<file path="config.mk">
export PLATFORM = sky130hd
export DESIGN_NAME = interp_pass_sequencer_flat
export DESIGN_NICKNAME = d
export VERILOG_FILES = /design/src/rtl/interp_pass_sequencer_pkg.sv /design/src/rtl/interp_pass_sequencer_if.sv /design/src/rtl/interp_pass_sequencer_addr_gen.sv /design/src/rtl/interp_pass_sequencer.sv /design/src/flat_wrapper.sv
export SDC_FILE = /design/constraint.sdc
export NUM_CORES = 1
export LEC_CHECK = 0
export CAP_MARGIN = 0
export CORE_AREA = 2 2 79 81
export DETAILED_ROUTE_END_ITERATION = 12
export DIE_AREA = 0 0 81 83
export HOLD_SLACK_MARGIN = 0.08
export PLACE_DENSITY = 0.57
export SETUP_SLACK_MARGIN = 0.05
export SYNTH_ARGS = -nofsm -noshare
export SYNTH_HDL_FRONTEND = slang
export SYNTH_SLANG_ARGS = --single-unit
</file>
<file path="constraint.sdc">
create_clock -name clock -period 2.9 [get_ports clock]
set_input_delay 0.58 -clock clock [delete_from_list [all_inputs] [get_ports clock]]
set_output_delay 0.58 -clock clock [all_outputs]
set_load 0.02 [all_outputs]
</file>
<file path="src/rtl/interp_pass_sequencer_pkg.sv">
// Shared constants and types for the interpolation pass sequencer.
package interp_pkg;

  localparam int unsigned WIDTH    = 16;
  localparam int unsigned HEIGHT   = 16;
  localparam int unsigned LEAD     = 7;
  localparam int unsigned TAIL     = 6;
  localparam int unsigned CAP_LAT  = 13;
  localparam int unsigned PW       = 8;
  localparam int unsigned AW       = $clog2(WIDTH * HEIGHT);
  localparam int unsigned LINE_MAX = (WIDTH > HEIGHT) ? WIDTH : HEIGHT;
  localparam int unsigned KW       = $clog2(CAP_LAT + LINE_MAX);
  localparam int unsigned IW       = $clog2(LINE_MAX);

  typedef enum logic {DIR_H, DIR_V} pass_dir_t;

  typedef enum logic [2:0] {
    BUF_PIX, BUF_A, BUF_B, BUF_C, BUF_DHN, BUF_EIP, BUF_FJQ, BUF_GKR
  } buf_sel_t;

  typedef enum logic [1:0] {IDLE, RUN, DONE} seq_state_t;

endpackage

</file>
<file path="src/rtl/interp_pass_sequencer_if.sv">
// Scheduler / buffer / filter side signals of the pass sequencer.
interface interp_pass_sequencer_if;
  import interp_pkg::*;

  logic           start;
  pass_dir_t      dir;
  buf_sel_t       src_sel;
  buf_sel_t       dst_sel;
  logic           stall;
  logic [PW-1:0]  rd_data;
  logic           busy;
  logic           done;
  logic [AW-1:0]  rd_addr;
  logic [PW-1:0]  pix_out;
  logic           shift_en;
  logic           cap_valid;
  logic [AW-1:0]  cap_addr;
  buf_sel_t       src_sel_q;
  buf_sel_t       dst_sel_q;

  modport master (
    output start, dir, src_sel, dst_sel, stall, rd_data,
    input  busy, done, rd_addr, pix_out, shift_en, cap_valid, cap_addr,
           src_sel_q, dst_sel_q
  );

  modport slave (
    input  start, dir, src_sel, dst_sel, stall, rd_data,
    output busy, done, rd_addr, pix_out, shift_en, cap_valid, cap_addr,
           src_sel_q, dst_sel_q
  );

endinterface

</file>
<file path="src/rtl/interp_pass_sequencer_addr_gen.sv">
// Maps line cycle k and line index i to the padded read address and the capture address.
module interp_addr_gen import interp_pkg::*; (
  input  logic [KW-1:0] k_i,
  input  logic [IW-1:0] i_i,
  input  pass_dir_t     dir_i,
  output logic [AW-1:0] rd_addr_o,
  output logic [AW-1:0] cap_addr_o
);

  int len;
  int p;
  int q;

  always_comb begin
    len = (dir_i == DIR_V) ? int'(HEIGHT) : int'(WIDTH);
    // Signed clamp replicates the first/last pixel during the pad phases
    p = int'(k_i) - int'(LEAD);
    if (p < 0)            p = 0;
    else if (p > len - 1) p = len - 1;
    q = int'(k_i) - int'(CAP_LAT);
    if (q < 0) q = 0;
    if (dir_i == DIR_V) begin
      rd_addr_o  = AW'(p * int'(WIDTH) + int'(i_i));
      cap_addr_o = AW'(q * int'(WIDTH) + int'(i_i));
    end else begin
      rd_addr_o  = AW'(int'(i_i) * int'(WIDTH) + p);
      cap_addr_o = AW'(int'(i_i) * int'(WIDTH) + q);
    end
  end

endmodule

</file>
<file path="src/rtl/interp_pass_sequencer.sv">
// Walks every row or column of the image, feeding one padded pixel per cycle to the
// 8-tap filter and generating the write strobe/address for its outputs.
module interp_pass_sequencer import interp_pkg::*; (
  input  logic                    clock,
  input  logic                    reset,
  interp_pass_sequencer_if.slave  bus
);

  seq_state_t     state_q, state_d;
  logic [KW-1:0]  k_q, k_d, k_last;
  logic [IW-1:0]  i_q, i_d, i_last;
  pass_dir_t      dir_q, dir_d;
  buf_sel_t       src_sel_q, src_sel_d;
  buf_sel_t       dst_sel_q, dst_sel_d;
  logic [PW-1:0]  pix_q, pix_d;
  logic           shift_q, shift_d;
  logic           run;
  logic           cap_valid;
  logic [AW-1:0]  rd_raw;
  logic [AW-1:0]  cap_raw;

  interp_addr_gen u_addr_gen (
    .k_i        (k_q),
    .i_i        (i_q),
    .dir_i      (dir_q),
    .rd_addr_o  (rd_raw),
    .cap_addr_o (cap_raw)
  );

  assign k_last = (dir_q == DIR_V) ? KW'(CAP_LAT + HEIGHT - 1) : KW'(CAP_LAT + WIDTH - 1);
  assign i_last = (dir_q == DIR_V) ? IW'(WIDTH - 1) : IW'(HEIGHT - 1);

  always_ff @(posedge clock or posedge reset) begin
    if (reset) begin
      state_q   <= IDLE;
      k_q       <= '0;
      i_q       <= '0;
      dir_q     <= DIR_H;
      src_sel_q <= BUF_PIX;
      dst_sel_q <= BUF_PIX;
      pix_q     <= '0;
      shift_q   <= 1'b0;
    end else begin
      state_q   <= state_d;
      k_q       <= k_d;
      i_q       <= i_d;
      dir_q     <= dir_d;
      src_sel_q <= src_sel_d;
      dst_sel_q <= dst_sel_d;
      pix_q     <= pix_d;
      shift_q   <= shift_d;
    end
  end

  always_comb begin
    state_d   = state_q;
    k_d       = k_q;
    i_d       = i_q;
    dir_d     = dir_q;
    src_sel_d = src_sel_q;
    dst_sel_d = dst_sel_q;
    pix_d     = pix_q;
    shift_d   = 1'b0;
    case (state_q)
      IDLE: begin
        if (bus.start) begin
          state_d   = RUN;
          k_d       = '0;
          i_d       = '0;
          dir_d     = bus.dir;
          src_sel_d = bus.src_sel;
          dst_sel_d = bus.dst_sel;
        end
      end
      RUN: begin
        if (!bus.stall) begin
          shift_d = 1'b1;
          pix_d   = bus.rd_data;
          if (k_q == k_last) begin
            k_d = '0;
            if (i_q == i_last) begin
              i_d     = '0;
              state_d = DONE;
            end else begin
              i_d = i_q + IW'(1);
            end
          end else begin
            k_d = k_q + KW'(1);
          end
        end
      end
      DONE:    state_d = IDLE;
      default: state_d = IDLE;
    endcase
  end

  // Filter output for line position q is ready CAP_LAT cycles into the line
  assign run       = (state_q == RUN);
  assign cap_valid = run && !bus.stall && (k_q >= KW'(CAP_LAT));

  assign bus.busy      = run;
  assign bus.done      = (state_q == DONE);
  assign bus.rd_addr   = run ? rd_raw : '0;
  assign bus.cap_valid = cap_valid;
  assign bus.cap_addr  = cap_valid ? cap_raw : '0;
  assign bus.pix_out   = pix_q;
  assign bus.shift_en  = shift_q;
  assign bus.src_sel_q = src_sel_q;
  assign bus.dst_sel_q = dst_sel_q;

endmodule

</file>
<file path="src/flat_wrapper.sv">
// flat-port wrapper written by rule: the top's interface ports become plain ports
module interp_pass_sequencer_flat import interp_pkg::*;
  (clock, reset, bus_start, bus_dir, bus_src_sel, bus_dst_sel, bus_stall, bus_rd_data, bus_busy, bus_done, bus_rd_addr, bus_pix_out, bus_shift_en, bus_cap_valid, bus_cap_addr, bus_src_sel_q, bus_dst_sel_q);
  interp_pass_sequencer_if bus_i ();
  input  logic clock;
  input  logic reset;
  input wire logic [$bits(bus_i.start)-1:0] bus_start;
  input wire logic [$bits(bus_i.dir)-1:0] bus_dir;
  input wire logic [$bits(bus_i.src_sel)-1:0] bus_src_sel;
  input wire logic [$bits(bus_i.dst_sel)-1:0] bus_dst_sel;
  input wire logic [$bits(bus_i.stall)-1:0] bus_stall;
  input wire logic [$bits(bus_i.rd_data)-1:0] bus_rd_data;
  output wire logic [$bits(bus_i.busy)-1:0] bus_busy;
  output wire logic [$bits(bus_i.done)-1:0] bus_done;
  output wire logic [$bits(bus_i.rd_addr)-1:0] bus_rd_addr;
  output wire logic [$bits(bus_i.pix_out)-1:0] bus_pix_out;
  output wire logic [$bits(bus_i.shift_en)-1:0] bus_shift_en;
  output wire logic [$bits(bus_i.cap_valid)-1:0] bus_cap_valid;
  output wire logic [$bits(bus_i.cap_addr)-1:0] bus_cap_addr;
  output wire logic [$bits(bus_i.src_sel_q)-1:0] bus_src_sel_q;
  output wire logic [$bits(bus_i.dst_sel_q)-1:0] bus_dst_sel_q;
  assign bus_i.start = bus_start;
  assign bus_i.dir = bus_dir;
  assign bus_i.src_sel = bus_src_sel;
  assign bus_i.dst_sel = bus_dst_sel;
  assign bus_i.stall = bus_stall;
  assign bus_i.rd_data = bus_rd_data;
  assign bus_busy = bus_i.busy;
  assign bus_done = bus_i.done;
  assign bus_rd_addr = bus_i.rd_addr;
  assign bus_pix_out = bus_i.pix_out;
  assign bus_shift_en = bus_i.shift_en;
  assign bus_cap_valid = bus_i.cap_valid;
  assign bus_cap_addr = bus_i.cap_addr;
  assign bus_src_sel_q = bus_i.src_sel_q;
  assign bus_dst_sel_q = bus_i.dst_sel_q;
  interp_pass_sequencer u_core (.clock(clock), .reset(reset), .bus(bus_i));
endmodule
</file>
# --- Word level (Yosys, flattened, before mapping) ---
# Cells that the tools add are included.
word_totals:
  reg_bits: 27
  out_inout_bits: 34
  elab_cells: 62
op_classes:
  add_sub_neg: 8
  n_lt_le_gt_ge: 4
  eq_ne: 8
  muxes: 23
  bitwise_logic: 1
  n_reduce_logical: 10
ops:
  columns: ["cell", "n"]
  rows:
  - ["$mux W8", 7]
  - ["$add A8 B5 Y8", 2]
  - ["$add A8 B8 Y8", 2]
  - ["$mux W4", 4]
  - ["$mux W5", 3]
  - ["$lt A6 B1 Y1 const B", 2]
  - ["$pmux W5 S2", 1]
  - ["$mux W2", 4]
  - ["$ne A2 B2 Y1 const B", 4]
  - ["$pmux W4 S2", 1]
  - ["$reduce_and A4 Y1", 2]
  - ["$gt A6 B5 Y1 const B", 1]
  - ["$sub A5 B3 Y6 const B", 1]
  - ["$sub A5 B4 Y6 const B", 1]
  - ["$add A5 B1 Y5 const B", 1]
  - ["$eq A5 B5 Y1 const B", 1]
  - ["$ge A5 B4 Y1 const B", 1]
  - ["$add A4 B1 Y4 const B", 1]
  - ["$eq A4 B4 Y1 const B", 1]
  - ["$pmux W2 S2", 1]
  - ["$reduce_and A2 Y1", 2]
  - ["$reduce_and A3 Y1", 1]
  - ["$eq A2 B1 Y1 const B", 1]
  - ["$eq A2 B2 Y1 const B", 1]
  - ["6 further kinds", 8]

# --- Longest topological paths before layout ---
# Gate-level depths: netlist of the first run.
logic_depth:
  word_depth: 7
  mapped_depth: 10
  depth_no_buf: 9

# --- By module ---
# Synthesis of the first run repeated with hierarchy kept, for this count alone.
unflattened:
  hier_cells: 204
  area_unflattened_um2: 1891.8
by_module_without_submodules:
  columns: ["module", "instances", "cells_each", "area_each_um2"]
  rows:
  - ["interp_pass_sequencer", 1, 121, 1325.0]
  - ["interp_addr_gen", 1, 83, 566.8]

# --- Worst setup path before layout of the first run ---
# No wires, ideal clock.
synth_timing:
  kind: "reg-to-output"
  from: "register u_core.k_q[0]"
  to: "output port bus_cap_addr[6]"
  arrival_time_ps: 2165
  required_ps: 2320
  slack_ps: 155
  stages_incl_launch_ff: 11
  n_path_buf: 1
  path_cell_list: "dfrtp_1 buf_2 inv_1 ha_1 nand2b_1 a21oi_1 ha_1 ha_1 xor2_1 nor2_1 a211oi_1"
synth_between:
  elab_chain_cells: 6
  elab_cells_between_ends: 9
  classes_between: "add/sub: 3; order compare: 2; mux: 3; reduce/logical: 1"
synth_lines:
  columns: ["element", "line_no", "source"]
  rows:
  - ["from (decl)", "interp_pass_sequencer.sv:10", "logic [KW-1:0] k_q, k_d, k_last;"]
  - ["from (signal assigned)", "interp_pass_sequencer.sv:45", "k_q <= k_d;"]
  - ["$sub A5 B4 Y6", "interp_pass_sequencer_addr_gen.sv:20", "q = int'(k_i) - int'(CAP_LAT);"]
  - ["$lt A6 B1 Y1", "interp_pass_sequencer_addr_gen.sv:21", "if (q < 0) q = 0;"]
  - ["$mux W8", "interp_pass_sequencer_addr_gen.sv:21", null]
  - ["$add A8 B8 Y8 / $add A8 B5 Y8 (equally long branches)", "interp_pass_sequencer_addr_gen.sv:27, interp_pass_sequencer_addr_gen.sv:24", null]
  - ["$mux W8", "interp_pass_sequencer_addr_gen.sv:22", "if (dir_i == DIR_V) begin"]
  - ["$mux W8 (*)", "interp_pass_sequencer.sv:105", "assign bus.cap_addr = cap_valid ? cap_raw : '0;"]
  - ["to (decl)", "flat_wrapper.sv:19", "output wire logic [$bits(bus_i.cap_addr)-1:0] bus_cap_addr;"]
# Every way passes the cells marked *; elsewhere a longest branch is shown, timed or not.

# --- Worst setup path after layout of the first run ---
layout_timing:
  from: "register u_core.k_q[0]"
  to: "output port bus_rd_addr[1]"
layout_between:
  elab_chain_cells: 7
  elab_cells_between_ends: 8
  classes_between: "add/sub: 2; order compare: 2; mux: 4"
layout_lines:
  columns: ["element", "line_no", "source"]
  rows:
  - ["$sub A5 B3 Y6 (*)", "interp_pass_sequencer_addr_gen.sv:17", "p = int'(k_i) - int'(LEAD);"]
  - ["$gt A6 B5 Y1", "interp_pass_sequencer_addr_gen.sv:19", "else if (p > len - 1) p = len - 1;"]
  - ["$mux W8", "interp_pass_sequencer_addr_gen.sv:19", null]
  - ["$mux W8 (*)", "interp_pass_sequencer_addr_gen.sv:18", "if (p < 0) p = 0;"]
  - ["$add A8 B8 Y8 (*)", "interp_pass_sequencer_addr_gen.sv:26", "rd_addr_o = AW'(int'(i_i) * int'(WIDTH) + p);"]
  - ["$mux W8 (*)", "interp_pass_sequencer_addr_gen.sv:22", null]
  - ["$mux W8 (*)", "interp_pass_sequencer.sv:103", "assign bus.rd_addr = run ? rd_raw : '0;"]
  - ["to (decl)", "flat_wrapper.sv:15", "output wire logic [$bits(bus_i.rd_addr)-1:0] bus_rd_addr;"]
# Marked as above.

==> impl_metrics.yaml, run 1 <==
floorplan:
  pin_count: 53
  coreArea_um2: 5820
  floorplan.initialDensity_pct: 32.4
  floorplan.die.height_um: 83
  fp.dieW_um: 81
  floorplan.die_area_um2: 6720
  std_cell_rows: 28
worst_setup_path:
  critical_path.slowest_cell: "dfrtp_1"
  timing.critical_path.from_type: "register"
  required_time_of_the_critical_path_ns: 2.32
  worst-path-buf-inv: 2
  crit_path_max_incr_delay_ns: 0.40
  worstPathMaxFanout: 10
  reg2reg_setup_slack_ns: 1.15
  timing.rr.start: "u_core.k_q[1]$_DFFE_PP0P_"
  critPathKind: "register to output pin"
  setup.worst_path.end_class: "output pin"
  worstPathCellList: "buf_4 -> ha_2 -> a21o_1 -> a211o_1 -> o311ai_0 -> a21oi_1 -> dlygate4sd2_1"
  worst_path_dominant_cell_family: "compound AO/OA/AOI/OAI gates"
  timing.critical_path.arrival_ns: 2.14
  startpoint: "u_core.k_q[0]$_DFFE_PP0P_"
drt:
  first_iter_violations: 43
  wl_um: 4480
  route.detailed.drc: 0
  antenna_violating_nets_post_route: 0
  routed_via_density: 5.01
  firstDrtPassIters: 4
  num_vias: 1658
  drt-wirelength-per-cell_um: 13.5
final_layout:
  fill_cells: 598
  area.growth.synth_to_final_pct: 37.0
  area_of_combinational_cells_with_multiple_inputs_um2: 1090
  layout-drive-gt1-share_pct: 20.7
  antenna_cells_inserted: 0
  finalInstanceArea_um2: 2580
  num-nets-final: 285
  finish.utilization_pct: 44.4
  seq_area_um2: 676
yosys:
  dominant_combinational_cell_family_by_area_after_synthesis: "compound AO/OA/AOI/OAI gates"
  ys_async_sr_fraction_pct: 100
  mappedNetlistNets: 226
  ys.warnings.count: 0
  synthCells: 198
  synth_area_um2: 1890
  post-synth-top-count-cell: "dfrtp_1"
  netlist.top_cell.by_area: "dfrtp_1"
  synth-seq-cells: 27
  synth-xor-area-share_pct: 1.86
  synth_edf_count: 0
  synth_area_per_cell_um2: 9.52
  postSynth.topFlopCell: "dfrtp_1"
  compound_gate_fraction_of_synth_area_pct: 21.4
  synth-simple-area-share_pct: 18.3
  yosys-mux-area-fraction_pct: 8.96
  synth.lib_cells_used.distinct: 48
  yosys.area.top_type_share_pct: 35.8
  yosys-top-cells-count: "27 x dfrtp_1, 15 x mux2_2, 14 x a21oi_1, 14 x nor2_1, 14 x o21ai_0"
  ys_seq_area_share_pct: 35.8
  top_area_cells_in_the_synthesized_netlist: "dfrtp_1 36%, mux2_2 9.0%, ha_1 6.0%, a21oi_1 3.7%, o21ai_0 3.7%"
  synth-adder-area-share_pct: 5.97
global_routing:
  grt_start_max_net_pins: 25
  first_global_vias: 1664
  grt_first_pass_wirelength_um: 7640
  antenna_violations_before_repair: 0
  grt_use_total_pct: 13.8
  grt_overflow: 0
clock_network:
  clock_tree.root_cell: "clkbuf_8"
  h-tree-depth: 1
  cts.path.max_buffers: 2
  cts_hold_buffers: 0
  tritoncts_clock_tree: "done"
  cts_made_buffers: 3
  clk_latency_ns: 0.27
  clkSlewWorstSetupHoldPaths_ns: 0.09
  total_clock_sinks: 27
place:
  place.port_buffers: 52
  gpl.final_weighted_congestion: 0.853
  dp_hpwl_um: 3330
  place_area_um2: 2530
hold_path:
  hp-class: "input pin to asynchronous set/reset pin"
sta:
  fmaxAchievable_ghz: 0.368
  grt_setup_unrepaired: "yes"
  setup_viol: 0
  timing_hold_violations_final: 0
  finalClockSkew_ns: 0.00444
  period_share_pct: 93.7
  post-route-min-period_ns: 2.72
  timing.final.max_slew_violations: 0
power:
  cellPowerDensity_nw_per_um2: 678
  static-leakage-power_uw: 0.00117
  relative_contribution_of_sequential_cells_to_total_power_pct: 28.6
  sw_frac_of_total_pct: 42.7
  clock_power_share_pct: 12.1
  intPower_uw: 1000
  switchingPower_uw: 748
  vdd_ir_drop_max_v: 0.000293
  share_comb_of_total_power_pct: 59.3
job:
  cap_violations: 0
run_status:
  run_status: "finished clean"
==> logic make-up (layout without fill, tap and decap cells) <==
logic type | Yosys count | in the layout
AOI/OAI and AO/OA | 58 | 58
xor gates and xnor gates | 4 | 4
adders and majority gates | 9 | 9
buffers and inverters | 26 | 84
DFF | 27 | 27
muxes | 15 | 15
other | 1 | 1
and+or+nand+nor | 58 | 58
==> power by group through the flow <==
stage	clock (µW)	sequential [µW]	combinational [µW]
after floorplan	0	539	638
after global placement	0	506	1060
after detailed placement	0	508	1070
after CTS	223	502	1040
after global routing	235	515	1140
final	212	501	1040
==> state kept, by name, summed over array words and instances, names as in the netlist <==
name	flops
u_core.i_q	4
u_core.state_q	2
u_core.bus.shift_en	1
u_core.dir_q	1
u_core.bus.dst_sel_q	3
u_core.bus.src_sel_q	3
u_core.k_q	5
u_core.bus.pix_out	8
==> timing repair <==
action,CTS,global route
pin swaps,0,2
gates cloned,0,0
endpoints found under the setup margin,15,6
buffers inserted,0,0
resized for setup,20,8
==> layer usage <==
metal,share of wire (%),global-route usage [%],wire (µm),vias up
met5,0,0,0,-
met4,0.63,2.77,28,0
met3,6.9,2.39,308,4
met2,46,22.6,2060,61
met1,46,18.9,2080,768
li1,-,-,-,825
==> metrics by stage <==
| stage | setup TNS [ns] | hold WS, ns | std cells | total power [µW] | worst slack (ns) |
|---|---|---|---|---|---|
| after detailed placement | -0.0522 | 0.495 | 327 | 1570 | -0.0522 |
| after global routing | 0 | 0.496 | 331 | 1890 | 0.0322 |
| after floorplan | 0 | 0.493 | 198 | 1180 | 0.155 |
| after global placement | -0.0337 | 0.488 | 327 | 1570 | -0.0337 |
| after CTS | 0 | 0.476 | 331 | 1760 | 0.0630 |
| final | 0 | 0.475 | 331 | 1750 | 0.183 |
==> layout make-up <==
type | instances | share of cell area, %
clock buffers | 4 | 1.74
inverters | 10 | 1.45
multi-input cells | 145 | 42.2
flip-flops and latches | 27 | 26.2
well taps | 75 | 3.63
repair buffers | 70 | 24.8
==> path summary, 6_finish.rpt <==
| check | endpoint | cells past startpoint |
|---|---|---|
| max | bus_rd_addr[1] | 7 |
| min | u_core.bus.pix_out[2]$_DFFE_PP0P_ | 2 |
| max reg2reg | u_core.i_q[3]$_DFFE_PP0P_ | 7 |
| min reg2reg | u_core.bus.src_sel_q[0]$_DFFE_PP0P_ | 1 |
| max in group asynchronous | u_core.state_q[0]$_DFFE_PP0P_ | 3 |
| min in group clock | u_core.bus.src_sel_q[0]$_DFFE_PP0P_ | 1 |
==> cells in the final DEF (no fill, tap or decap), types with 5 or more instances in the layout <==
cell type         n
clkdlybuf4s50_1  37
dfrtp_1          27
buf_4            18
mux2_2           15
o21ai_0          14
nor2_1           14
nand2_1          13
a21oi_1          13
inv_1            10
dlygate4sd2_1    10
ha_1              6
nand2b_1          5
Note: power is estimated with default switching activity, not from simulation.
==> inputs of run 2 (changes only) <==
- CELL_PAD_IN_SITES_DETAIL_PLACEMENT: unset -> 0
- CELL_PAD_IN_SITES_GLOBAL_PLACEMENT: unset -> 2
- CORE_AREA: 2 2 79 81 -> 2 2 84 86
- DIE_AREA: 0 0 81 83 -> 0 0 86 88
- GPL_TIMING_DRIVEN: unset -> 0
- PLACE_DENSITY: 0.57 -> 0.78
==> run 2 against run 1 <==
Routed wire length up 13%. Critical path depth up 3. Combinational power up 6%. Power up 4.4%. Clock skew down 0.0023 ns. Maximum frequency down 3.5%. Largest cell class unchanged.
==> impl_metrics.yaml, run 2 (synthesized netlist as in run 1, its figures left out) <==
run_status:
  run_status: "finished clean"
global_routing:
  first_global_vias: 1651
  grt_first_pass_wirelength_um: 8160
  grt_overflow: 0
  grt_use_total_pct: 13.4
  grt_start_max_net_pins: 28
  antenna_violations_before_repair: 0
sta:
  period_share_pct: 97.1
  fmaxAchievable_ghz: 0.355
  worst_pin_slew_ns: 1.04
  finalClockSkew_ns: 0.00215
  setup_viol: 0
  timing_hold_violations_final: 0
  post-route-min-period_ns: 2.82
  fin_hold_ws_ns: 0.511
  timing.final.max_slew_violations: 0
  grt_setup_unrepaired: "yes"
  slew_headroom_pct: 30.7
  fin_setup_tns_ns: 0
drt:
  route.detailed.drc: 0
  wl_um: 5070
  antenna_violating_nets_post_route: 0
  first_iter_violations: 54
  routed_via_density: 4.98
  firstDrtPassIters: 4
  num_vias: 1702
  drt-wirelength-per-cell_um: 14.8
floorplan:
  floorplan.die_area_um2: 7570
  std_cell_rows: 30
  floorplan.initialDensity_pct: 28.4
  fp.dieW_um: 86
  pin_count: 53
  coreArea_um2: 6640
  floorplan.die.height_um: 88
final_layout:
  antenna_cells_inserted: 0
  layout_common_cells: "37 x clkdlybuf4s50_1, 26 x dfrtp_1, 15 x mux2_2"
  max_ffs_per_register: 8
  fin_cells: 342
  final_common_cell: "clkdlybuf4s50_1"
  area.growth.synth_to_final_pct: 40.4
  layout-drive-gt1-share_pct: 23.3
  num-nets-final: 291
worst_setup_path:
  critPathKind: "register to output pin"
  worst_path_dominant_cell_family: "buffers and inverters"
  critical_path.slowest_cell: "dfrtp_1"
  worstPathMaxFanout: 10
  worstPathCellList: "buf_6 -> buf_6 -> nand3b_1 -> a21oi_2 -> ha_2 -> nand3_1 -> xnor2_1 -> nor2_1 -> a211oi_2 -> buf_4"
  required_time_of_the_critical_path_ns: 2.32
  timing.critical_path.arrival_ns: 2.24
  timing.critical_path.from_type: "register"
  worst-path-buf-inv: 3
  crit_path_max_incr_delay_ns: 0.41
  setup.worst_path.end_class: "output pin"
  critical-path-top-cell-by-count: "buf_6"
clock_network:
  clock_tree.root_cell: "clkbuf_8"
  h-tree-depth: 1
  total_clock_sinks: 27
  cts_hold_buffers: 0
  cts.path.max_buffers: 2
  clkSlewWorstSetupHoldPaths_ns: 0.09
  clk_latency_ns: 0.27
  tritoncts_clock_tree: "done"
  cts_made_buffers: 3
place:
  placed_cells: 330
  dp_hpwl_um: 3640
  place.port_buffers: 52
  gpl.final_weighted_congestion: 0.748
job:
  cap_violations: 0
power:
  cellPowerDensity_nw_per_um2: 691
  static-leakage-power_uw: 0.00120
  vdd_ir_drop_max_v: 0.000306
hold_path:
  hp-class: "register to register"
run 2: worst register-to-register path, cell delays in order (launching register included):
cell and delay (ns):
dfrtp_1 0.42, buf_6 0.15, inv_4 0.06, ha_1 0.23, nand4_4 0.20, nor3_2 0.31
and4b_1 0.23, nor3_1 0.05
run 2: layout make-up:
class,count,area [µm²]
repair buffers,61,578
well taps,80,100
clock buffers,4,45.0
plain buffers,15,115
fillers,668,4000
multi-input cells,145,1090
flip-flops and latches,27,677
inverters,10,40.0
run 2: repair_timing:
item | in CTS | in global routing
pin swaps | 1 | 6
buffers inserted | 3 | 6
gates resized for setup | 31 | 13
endpoints found under the setup margin | 17 | 10
run 2: path summary, 6_finish.rpt:
path,startpoint,endpoint,slack (ns),cells past startpoint
max in group asynchronous,reset,u_core.k_q[1]$_DFFE_PP0P_,1.36,2
min in group asynchronous,reset,u_core.bus.pix_out[1]$_DFFE_PP0P_,0.85,2
hold reg to reg,u_core.bus.pix_out[7]$_DFFE_PP0P_,u_core.bus.pix_out[7]$_DFFE_PP0P_,0.51,1
setup / recovery,u_core.k_q[4]$_DFFE_PP0P_,bus_cap_addr[7],0.08,10
hold / removal,u_core.bus.pix_out[7]$_DFFE_PP0P_,u_core.bus.pix_out[7]$_DFFE_PP0P_,0.51,1
setup reg to reg,u_core.k_q[0]$_DFFE_PP0P_,u_core.i_q[3]$_DFFE_PP0P_,1.14,7
run 2: power breakdown:
group          switching (µW)  internal, µW
Combinational             607           496
Clock                     116          98.6
Sequential               68.2           444
run 2: layer usage:
| layer | part of all wire, % | routed length, µm | track usage (%) |
|---|---|---|---|
| met1 | 48 | 2430 | 18.8 |
| met2 | 45 | 2270 | 21.1 |
| met3 | 6.1 | 307 | 2.36 |
| met4 | 1.2 | 61 | 4.33 |
| met5 | 0 | 0 | 0 |
run 2: stage by stage:
step                      util (%)  setup slack [ns]  total power (µW)  cell area [µm²]
final                         39.8            0.0845              1830             2650
after global routing          39.8           -0.0365              1950             2650
after CTS                     38.8            0.0100              1800             2580
after detailed placement      37.7            -0.381              1560             2510
after global placement        37.7            -0.374              1550             2510
after floorplan                  -             0.155              1180             1890
==> inputs of run 3 (changes only) <==
- CTS_CLUSTER_DIAMETER: unset -> 30
- REMOVE_ABC_BUFFERS: unset -> 1
==> run 3 against run 2 <==
Register-to-register slack better by 0.07 ns. Clock power up 4%. Worst setup slack better by 0.043 ns. Critical endpoint is now bus_cap_addr[6]. Critical path type unchanged. Largest power group unchanged. Sequential share of layout area grew 1.0 points. Routed wire length is 7.4% lower. Via count shrank 1.5%. Cell count decreased by 2.9%.
==> impl_metrics.yaml, run 3 (synthesized netlist as in run 1, its figures left out) <==
sta:
  post-route-min-period_ns: 2.77
  finalClockSkew_ns: 0.00722
  slew_headroom_pct: 30.7
  fin_hold_ws_ns: 0.516
  worst_pin_slew_ns: 1.04
  timing_hold_violations_final: 0
  grt_setup_unrepaired: "yes"
  fmaxAchievable_ghz: 0.361
  period_share_pct: 95.6
  timing.final.max_slew_violations: 0
  setup_viol: 0
drt:
  routed_via_density: 5.05
  detailed_routing_wirelength_on_met1_um: 2360
  drt-wirelength-per-cell_um: 14.1
  num_vias: 1677
  first_iter_violations: 93
  firstDrtPassIters: 4
  antenna_violating_nets_post_route: 0
  wl_um: 4700
  route.met3.wl_um: 224
  routed.top_layer: "met4"
  route.detailed.drc: 0
  met2WireLength_um: 2080
clock_network:
  clock_tree.root_cell: "clkbuf_8"
  cts.path.max_buffers: 2
  cts_made_buffers: 3
  clk_latency_ns: 0.28
  clkSlewWorstSetupHoldPaths_ns: 0.10
  h-tree-depth: 1
  tritoncts_clock_tree: "done"
  total_clock_sinks: 27
run_status:
  run_status: "finished clean"
job:
  cap_violations: 0
worst_setup_path:
  setup.worst_path.end_class: "output pin"
  timing.rr.start: "u_core.k_q[0]$_DFFE_PP0P_"
  startpoint: "u_core.k_q[0]$_DFFE_PP0P_"
  timing.critical_path.arrival_ns: 2.19
  reg2reg_setup_slack_ns: 1.21
  worst_setup_path_endpoint: "bus_cap_addr[6]"
  critPathKind: "register to output pin"
  timing.critical_path.from_type: "register"
  worst_reg2reg_path_depth: 6
  reg2reg_to: "u_core.i_q[3]$_DFFE_PP0P_"
  worstPathMaxFanout: 6
  required_time_of_the_critical_path_ns: 2.32
final_layout:
  antenna_cells_inserted: 0
  num-nets-final: 281
  fill_cells: 689
  max_ffs_per_register: 8
  layout_common_cells: "37 x clkdlybuf4s50_1, 20 x dfrtp_1, 15 x mux2_2"
  final_common_cell: "clkdlybuf4s50_1"
  area.growth.synth_to_final_pct: 38.0
  finish.utilization_pct: 39.2
  layout-drive-gt1-share_pct: 25.0
floorplan:
  coreArea_um2: 6640
  std_cell_rows: 30
  floorplan.initialDensity_pct: 28.4
  fp.dieW_um: 86
  floorplan.die_area_um2: 7570
  pin_count: 53
  floorplan.die.height_um: 88
place:
  gpl.final_weighted_congestion: 0.734
  dp_hpwl_um: 3250
  place.port_buffers: 52
global_routing:
  grt_use_total_pct: 12.4
  grt_overflow: 0
  antenna_violations_before_repair: 0
  first_global_vias: 1544
  grt_first_pass_wirelength_um: 7640
  grt_start_max_net_pins: 28
power:
  report.power.total_uw: 1790
  vdd_ir_drop_max_v: 0.000240
  static-leakage-power_uw: 0.00115
  cellPowerDensity_nw_per_um2: 687
hold_path:
  holdCritStartpoint: "u_core.bus.dst_sel_q[0]$_DFFE_PP0P_"
  hp-class: "register to register"
-- run 3: power by group --
group / leakage, µW / switching (µW) / internal (µW)
logic: 0.000802 / 493 / 464
clock network: 0.0000217 / 125 / 97.7
registers: 0.000323 / 151 / 456
total: 0.00115 / 768 / 1020
-- run 3: worst max-delay path, stage by stage, from the launching register on --
cell      delay (ns)
dfrtp_2         0.46
buf_6           0.14
or2_1           0.25
nand3b_1        0.11
a21oi_2         0.07
ha_2            0.18
ha_1            0.18
xor2_1          0.12
nor2_1          0.05
a211oi_1        0.16
buf_2           0.20
-- run 3: through the flow --
stage                     TNS [ns]  std cells  setup slack (ns)  area, µm²
final                            0        332             0.127       2600
after global routing       -0.0297        332           -0.0297       2600
after CTS                  -0.0186        323           -0.0186       2480
after detailed placement     -1.40        314            -0.417       2400
after global placement       -1.26        314            -0.375       2400
after floorplan                  0        182             0.139       1780
-- run 3: worst min path at each step --
stage | cells after the start | slack, ns | endpoint
2_1_floorplan | 1 | 0.49 | u_core.state_q[0]$_DFFE_PP0P_
3_3_place_gp | 1 | 0.49 | u_core.bus.pix_out[1]$_DFFE_PP0P_
3_5_place_dp | 1 | 0.50 | u_core.bus.pix_out[7]$_DFFE_PP0P_
4_1_cts | 1 | 0.52 | u_core.bus.dst_sel_q[1]$_DFFE_PP0P_
5_1_grt | 1 | 0.54 | u_core.bus.pix_out[5]$_DFFE_PP0P_
6_report | 1 | 0.52 | u_core.bus.dst_sel_q[0]$_DFFE_PP0P_
-- run 3: what timing repair did --
item / 4_1_cts / 5_1_grt
hold buffers: 0 / 0
buffers inserted: 5 / 9
pin swaps: 1 / 4
endpoints found under the setup margin: 17 / 10
hold endpoints to repair: 0 / 0
gates cloned: 0 / 0
gates resized for setup: 31 / 18
-- run 3: routing by layer --
layer  GRT usage (%)  vias up
met5               0        -
met4            2.60        0
met3            2.07        5
met2            19.1       48
met1            18.4      799
li1                -      825
-- run 3: cell type report --
cell class	count	area [µm²]	area share [%]
flip-flops and latches	27	692	26.6
multi-input cells	145	1100	42.4
well taps	80	100	3.85
inverters	10	41.3	1.59
clock buffers	3	41.3	1.59
repair buffers	66	617	23.7
clock inverters	1	7.51	0.288
